$ cat src/rtl/fetch_decode.sv
// fetch_decode: latches the fetched byte into ir every cycle and decodes flow control into PC load/skip strobes.
// ir/ir_valid are registered, strobes are combinational from ir; FETCH_DECODE_PERF_EN adds instr/flush counters.
module fetch_decode #(
  parameter logic [3:0] TWO_BYTE_LO = 4'h8,
  parameter logic [7:0] NOP_OP      = 8'h00
) (
  input  logic        clk,
  input  logic        reset,
  input  logic [7:0]  pc,
  output logic [7:0]  imem_addr,
  input  logic [7:0]  imem_data,
  input  logic        flag_z,
  input  logic        flag_c,
  output logic [7:0]  ir,
  output logic        ir_valid,
  output logic [7:0]  operand,
  output logic [7:0]  K,
  output logic        sel_pc,
  output logic        sel_br
`ifdef FETCH_DECODE_PERF_EN
  ,
  output logic [15:0] instr_cnt,
  output logic [15:0] flush_cnt
`endif
);

  typedef enum logic {DISCARD = 1'b0, VALID = 1'b1} state_t;

  localparam logic [3:0] OP_LDI = TWO_BYTE_LO;
  localparam logic [3:0] OP_JMP = TWO_BYTE_LO + 4'd1;
  localparam logic [3:0] OP_JZ  = TWO_BYTE_LO + 4'd2;
  localparam logic [3:0] OP_JC  = TWO_BYTE_LO + 4'd3;
  localparam logic [3:0] OP_SKZ = 4'hC;
  localparam logic [3:0] OP_SKC = 4'hD;

  state_t     state, state_nxt;
  logic [3:0] opc;
  logic       skip_taken;

  function automatic logic is_two_byte(input logic [3:0] op);
    logic [3:0] d;
    d = op - TWO_BYTE_LO;
    return d < 4'd4;
  endfunction

  assign imem_addr = pc;
  assign operand   = imem_data;
  assign K         = imem_data;
  assign opc       = ir[7:4];
  assign ir_valid  = (state == VALID);

  always_ff @(posedge clk or negedge reset) begin
    if (!reset) begin
      state <= DISCARD;
      ir    <= NOP_OP;
    end else begin
      state <= state_nxt;
      ir    <= imem_data;
    end
  end

  always_comb begin
    skip_taken = ((opc == OP_SKZ) && flag_z) || ((opc == OP_SKC) && flag_c);
    sel_pc     = 1'b0;
    sel_br     = 1'b0;
    state_nxt  = VALID;
    if (state == VALID) begin
      sel_pc = (opc == OP_JMP) || ((opc == OP_JZ) && flag_z) || ((opc == OP_JC) && flag_c);
      // a skipped two-byte instruction needs the PC to hop over its operand too
      sel_br = skip_taken && is_two_byte(imem_data[7:4]);
      if (is_two_byte(opc) || skip_taken) begin
        state_nxt = DISCARD;
      end
    end
  end

`ifdef FETCH_DECODE_PERF_EN
  logic from_reset;

  always_ff @(posedge clk or negedge reset) begin
    if (!reset) begin
      from_reset <= 1'b1;
      instr_cnt  <= 16'h0000;
      flush_cnt  <= 16'h0000;
    end else begin
      from_reset <= 1'b0;
      if (ir_valid && (instr_cnt != 16'hFFFF)) begin
        instr_cnt <= instr_cnt + 16'd1;
      end
      // the discard cycle that follows reset release is not a flush
      if (!ir_valid && !from_reset && (flush_cnt != 16'hFFFF)) begin
        flush_cnt <= flush_cnt + 16'd1;
      end
    end
  end
`endif

endmodule

$ cat config.mk
export PLATFORM = sky130hd
export DESIGN_NAME = fetch_decode
export DESIGN_NICKNAME = d
export VERILOG_FILES = /design/src/rtl/fetch_decode.sv
export SDC_FILE = /design/constraint.sdc
export NUM_CORES = 1
export LEC_CHECK = 0
export CORE_MARGIN = 2
export CORE_UTILIZATION = 23
export DETAILED_ROUTE_END_ITERATION = 10
export MAX_ROUTING_LAYER = met4
export PLACE_DENSITY = 0.82
export SLEW_MARGIN = 30
export SYNTH_ARGS = -nofsm -noshare
export SYNTH_HDL_FRONTEND = slang
export SYNTH_SLANG_ARGS = --single-unit
$ cat constraint.sdc
create_clock -name clk -period 1.2 [get_ports clk]
set_clock_uncertainty 0.1 [all_clocks]
set_input_delay 0.18 -clock clk [delete_from_list [all_inputs] [get_ports clk]]
set_output_delay 0.18 -clock clk [all_outputs]
set_load 0.02 [all_outputs]
# == Word level (Yosys, flattened, before mapping) ==
# Cells that the tools add are included.
# totals
word_cells,24
ff_bits,9
input_bits,20
# classes
reduce_logical,9
mux,4
order_cmp,2
addsub,2
n_eq_ne,5
# op_table
op,n
== test 4 bit (second input constant),5
< comparator 4 x 3 -> 1 bit (second input constant),2
subtractor 4 bit (second input constant),2
logical AND 1 bit,5
logical OR 1 bit,4
2-to-1 mux 1 bit,4

# == Logic depth before layout (Yosys ltp) ==
# logic_depth
word_depth,6
depth_mapped,3
mapped_depth_nobuf,3

# == Worst setup path before layout ==
# No wires, ideal clock.
# synth_timing
path_type,register -> output
from,reg ir[7]
to,out sel_pc
slack_ns,-0.262
stages_incl_launch_ff,4
arrival_ns,1.182
cell_sequence,dfrtp_1 > nand2_1 > nor2_1 > a21boi_0
# synth_via
elab_chain_cells,5
elab_cells_between_ends,8
# synth_rtl
element,line,source
from (decl),14,"output logic [7:0] ir,"
from (signal assigned),58,ir <= imem_data;
== test 4 bit,68,sel_pc = (opc == OP_JMP) || ((opc == OP_JZ) && flag_z) || ((opc == OP_JC) && flag_c);
logical AND 1 bit,68,
logical OR 1 bit,68,
logical OR 1 bit *,68,
2-to-1 mux 1 bit *,67,if (state == VALID) begin
to (decl),18,"output logic sel_pc,"
# Every way passes the cells marked *; elsewhere a longest branch is shown, timed or not.

# == Worst setup path in the final report ==
# layout_timing
from,reg ir[4]
to,out sel_br
# layout_via
elab_chain_cells,5
elab_cells_between_ends,7
# layout_rtl
element,line,source
== test 4 bit,63,skip_taken = ((opc == OP_SKZ) && flag_z) || ((opc == OP_SKC) && flag_c);
logical AND 1 bit,63,
logical OR 1 bit *,63,
logical AND 1 bit *,70,sel_br = skip_taken && is_two_byte(imem_data[7:4]);
2-to-1 mux 1 bit *,67,
to (decl),19,output logic sel_br
# Marked as above.

==> out/metrics.yaml <==
hold_path:
  worstHoldEndpoint: "ir[6]$_DFF_PN0_"
  min_from: "imem_data[6]"
  hold_depth: 2
  hp-class: "in -> reg"
routing:
  avgRoutedWirePerCell_um: 10.89
  via_per_inst: 3.729
  via_count: 358
  drt_wl_total_um: 1045
  drt_iter0_markers: 0
  postRouteAntennaNets: 0
  drtPass1Iterations: 1
  drc: 0
synthesis:
  synth.distinct_cells: 11
  seq_area_frac_synth_pct: 47.49
  synth_seq_cells: 9
  yosys.area.top_type_share_pct: 47.49
  synth_top_cell_by_area: "dfrtp_1"
  syn-instance-count: 43
  syn-num-nets: 63
  synth_area_um2: 474.2
  synth_area_leaders: "dfrtp_1, buf_4, nor4b_2, mux2i_1, and3b_1"
  synth.avg_cell_area_um2: 11.03
  yosysWarnings: 0
sta:
  fin_crit_sh_pct: 140.3
  worst_slew_pin_slew_ns: 0.3943
  setup_slack_ns: -0.4831
  max_freq_ghz: 0.5942
  relSlewSlack_pct: 73.63
  fin_crit_ns: 1.683
  slew_violations: 0
  hold_viol: 0
  setup_viol: 3
  rsz0062_at_grt: "yes"
critical_path:
  cp_slowest_cell: "dfrtp_2"
  critPathMaxFanout: 2
  path_class: "reg -> out"
  r2r-start: "ir[4]$_DFF_PN0_"
  crit_arrival_ns: 1.40
  startpoint_type: "flip-flop"
  reg2regPathDepth: 3
  cp-end-kind: "output pin"
  worst-r2r-setup-slack_ns: 0.10
  timing.rr.end: "ir_valid$_DFF_PN0_"
  critPathRequiredTime_ns: 0.92
  cpPeakStageDelay_ns: 0.41
  crit_chain: "mux2i_1, nor4b_2, and3b_2, buf_6"
clock_tree:
  cts_tree: "done"
  htreeDepth: 1
  clk-insertion-delay-late_ns: 0.25
  clk_pin_slew_ns: 0.05
  clock-root-buffer: "clkbuf_4"
  cts_hold_buf: 0
  cts_made_buffers: 3
  cts_num_sinks: 9
  clockBufferDepth: 2
power:
  p_leak_nw: 0.3680
  p_total_mw: 0.7562
  vdd_ir_drop_max_mv: 0.4887
  p_per_area_mw_per_mm2: 1030
global_routing:
  grt_max_degree: 10
  antenna_found_initial: 0
  grt_overflow: 0
  grt_pass1_wl_um: 1587
  grt_pass1_vias: 359
  grt_usage_pct: 8.796
run_status:
  violations: "negative setup slack"
  outcome: "complete, but fails checks"
floorplanning:
  row_count: 16
  die_y_um: 49.41
  io_pins: 55
  core_mm2: 0.001962
  dieArea_mm2: 0.002441
  die_x_um: 49.41
  initial_core_util_pct: 24.17
layout:
  stdcell_count: 96
  drive_gt1_share_pct: 56.52
  fin_util_pct: 37.44
  syn2layout_area_growth_pct: 54.88
  n_antenna_cell: 0
  nets: 90
flow_run:
  max-cap-violations: 0
placement:
  portBuffers: 38
  finalWeightedCongestion: 0.6696
  place_inst: 91
[worst max path at each step]
stage                   to       startpoint
floorplan           sel_br  ir[4]$_DFF_PN0_
global placement    sel_br           flag_z
detailed placement  sel_br           flag_z
CTS                 sel_br  ir[4]$_DFF_PN0_
global route        sel_br  ir[4]$_DFF_PN0_
finish              sel_br  ir[4]$_DFF_PN0_
[per-layer routing]
metal	routed length (um)	global-route usage [%]
met3	156	6.135
met2	599	18.24
met5	0	-
met1	290	6.084
met4	0	0
[cells in the mapped netlist]
| cell type | n |
|---|---|
| a21boi_0 | 1 |
| and3b_1 | 1 |
| buf_4 | 24 |
| dfrtp_1 | 9 |
| inv_1 | 1 |
| mux2i_1 | 1 |
| nand2_1 | 1 |
| nand3b_1 | 1 |
| nor2_1 | 2 |
| nor4b_2 | 1 |
| o21ai_0 | 1 |
[cell usage in the layout (no fill, tap or decap)]
master           netlist  routed
clkbuf_2               0       3
buf_6                  0       9
mux2i_1                1       1
clkbuf_1               0       1
inv_1                  1       1
clkdlybuf4s15_2        0       1
nor2_1                 2       2
nand2_1                1       1
buf_2                  0      13
a21boi_1               0       1
clkdlybuf4s15_1        0       2
dfrtp_2                0       1
dfrtp_1                9       8
and3b_2                0       1
dlymetal6s2s_1         0       1
clkbuf_4               0       3
clkdlybuf4s50_1        0      10
nor4b_2                1       1
nand3b_1               1       1
buf_4                 24       7
o21ai_0                1       1
[critical path: cells and delay by family, from the launching register on]
kind / cells / cell delay [ns]
buffers and inverters: 1 / 0.11
multiplexers: 1 / 0.13
flip-flops: 1 / 0.41
AND/OR/NAND/NOR: 2 / 0.50
[logic make-up after synthesis]
| kind of cell | count (synthesis) | synth area share (%) |
|---|---|---|
| AND/OR/NAND/NOR | 6 | 8.971 |
| multiplexers | 1 | 2.111 |
| flip-flops | 9 | 47.49 |
| buffers and inverters | 25 | 38.78 |
| AO/OA/AOI/OAI | 2 | 2.638 |
[sequential cells by signal, indices dropped and copies added, names as in the netlist]
register,flops
ir_valid,1
ir,8
[what timing repair did]
item,in CTS,in global routing
pin swaps,3,2
buffers inserted,1,1
resized for setup,108,11
setup endpoints to repair,27,13
[per-stage QoR]
| stage | instance area [um2] | setup WS [ns] | setup TNS [ns] | hold WS (ns) |
|---|---|---|---|---|
| after floorplan | 476.7 | -0.1636 | -0.2826 | -0.2156 |
| after global routing | 734.5 | -0.5393 | -1.175 | 0.1055 |
| after detailed placement | 763.2 | -0.9407 | -8.235 | 0.2601 |
| after CTS | 734.5 | -0.5576 | -1.103 | 0.1246 |
| final | 734.5 | -0.4831 | -1.006 | 0.1033 |
| after global placement | 763.2 | -0.8992 | -7.910 | 0.2601 |
[layout make-up]
cell class / instances / area, um2
Multi-Input combinational cell: 9 / 66.31
Timing Repair Buffer: 46 / 377.9
Inverter: 1 / 3.754
Fill cell: 214 / 1227
Sequential cell: 9 / 226.5
Clock buffer: 4 / 26.28
Tap cell: 27 / 33.78
[power breakdown]
group	total, mW	internal [mW]	switching, mW
sequential	0.328	0.320	0.00750
combinational	0.211	0.104	0.107
clock	0.217	0.127	0.0899
total	0.756	0.552	0.204
Power figures use the tool's default switching activity.
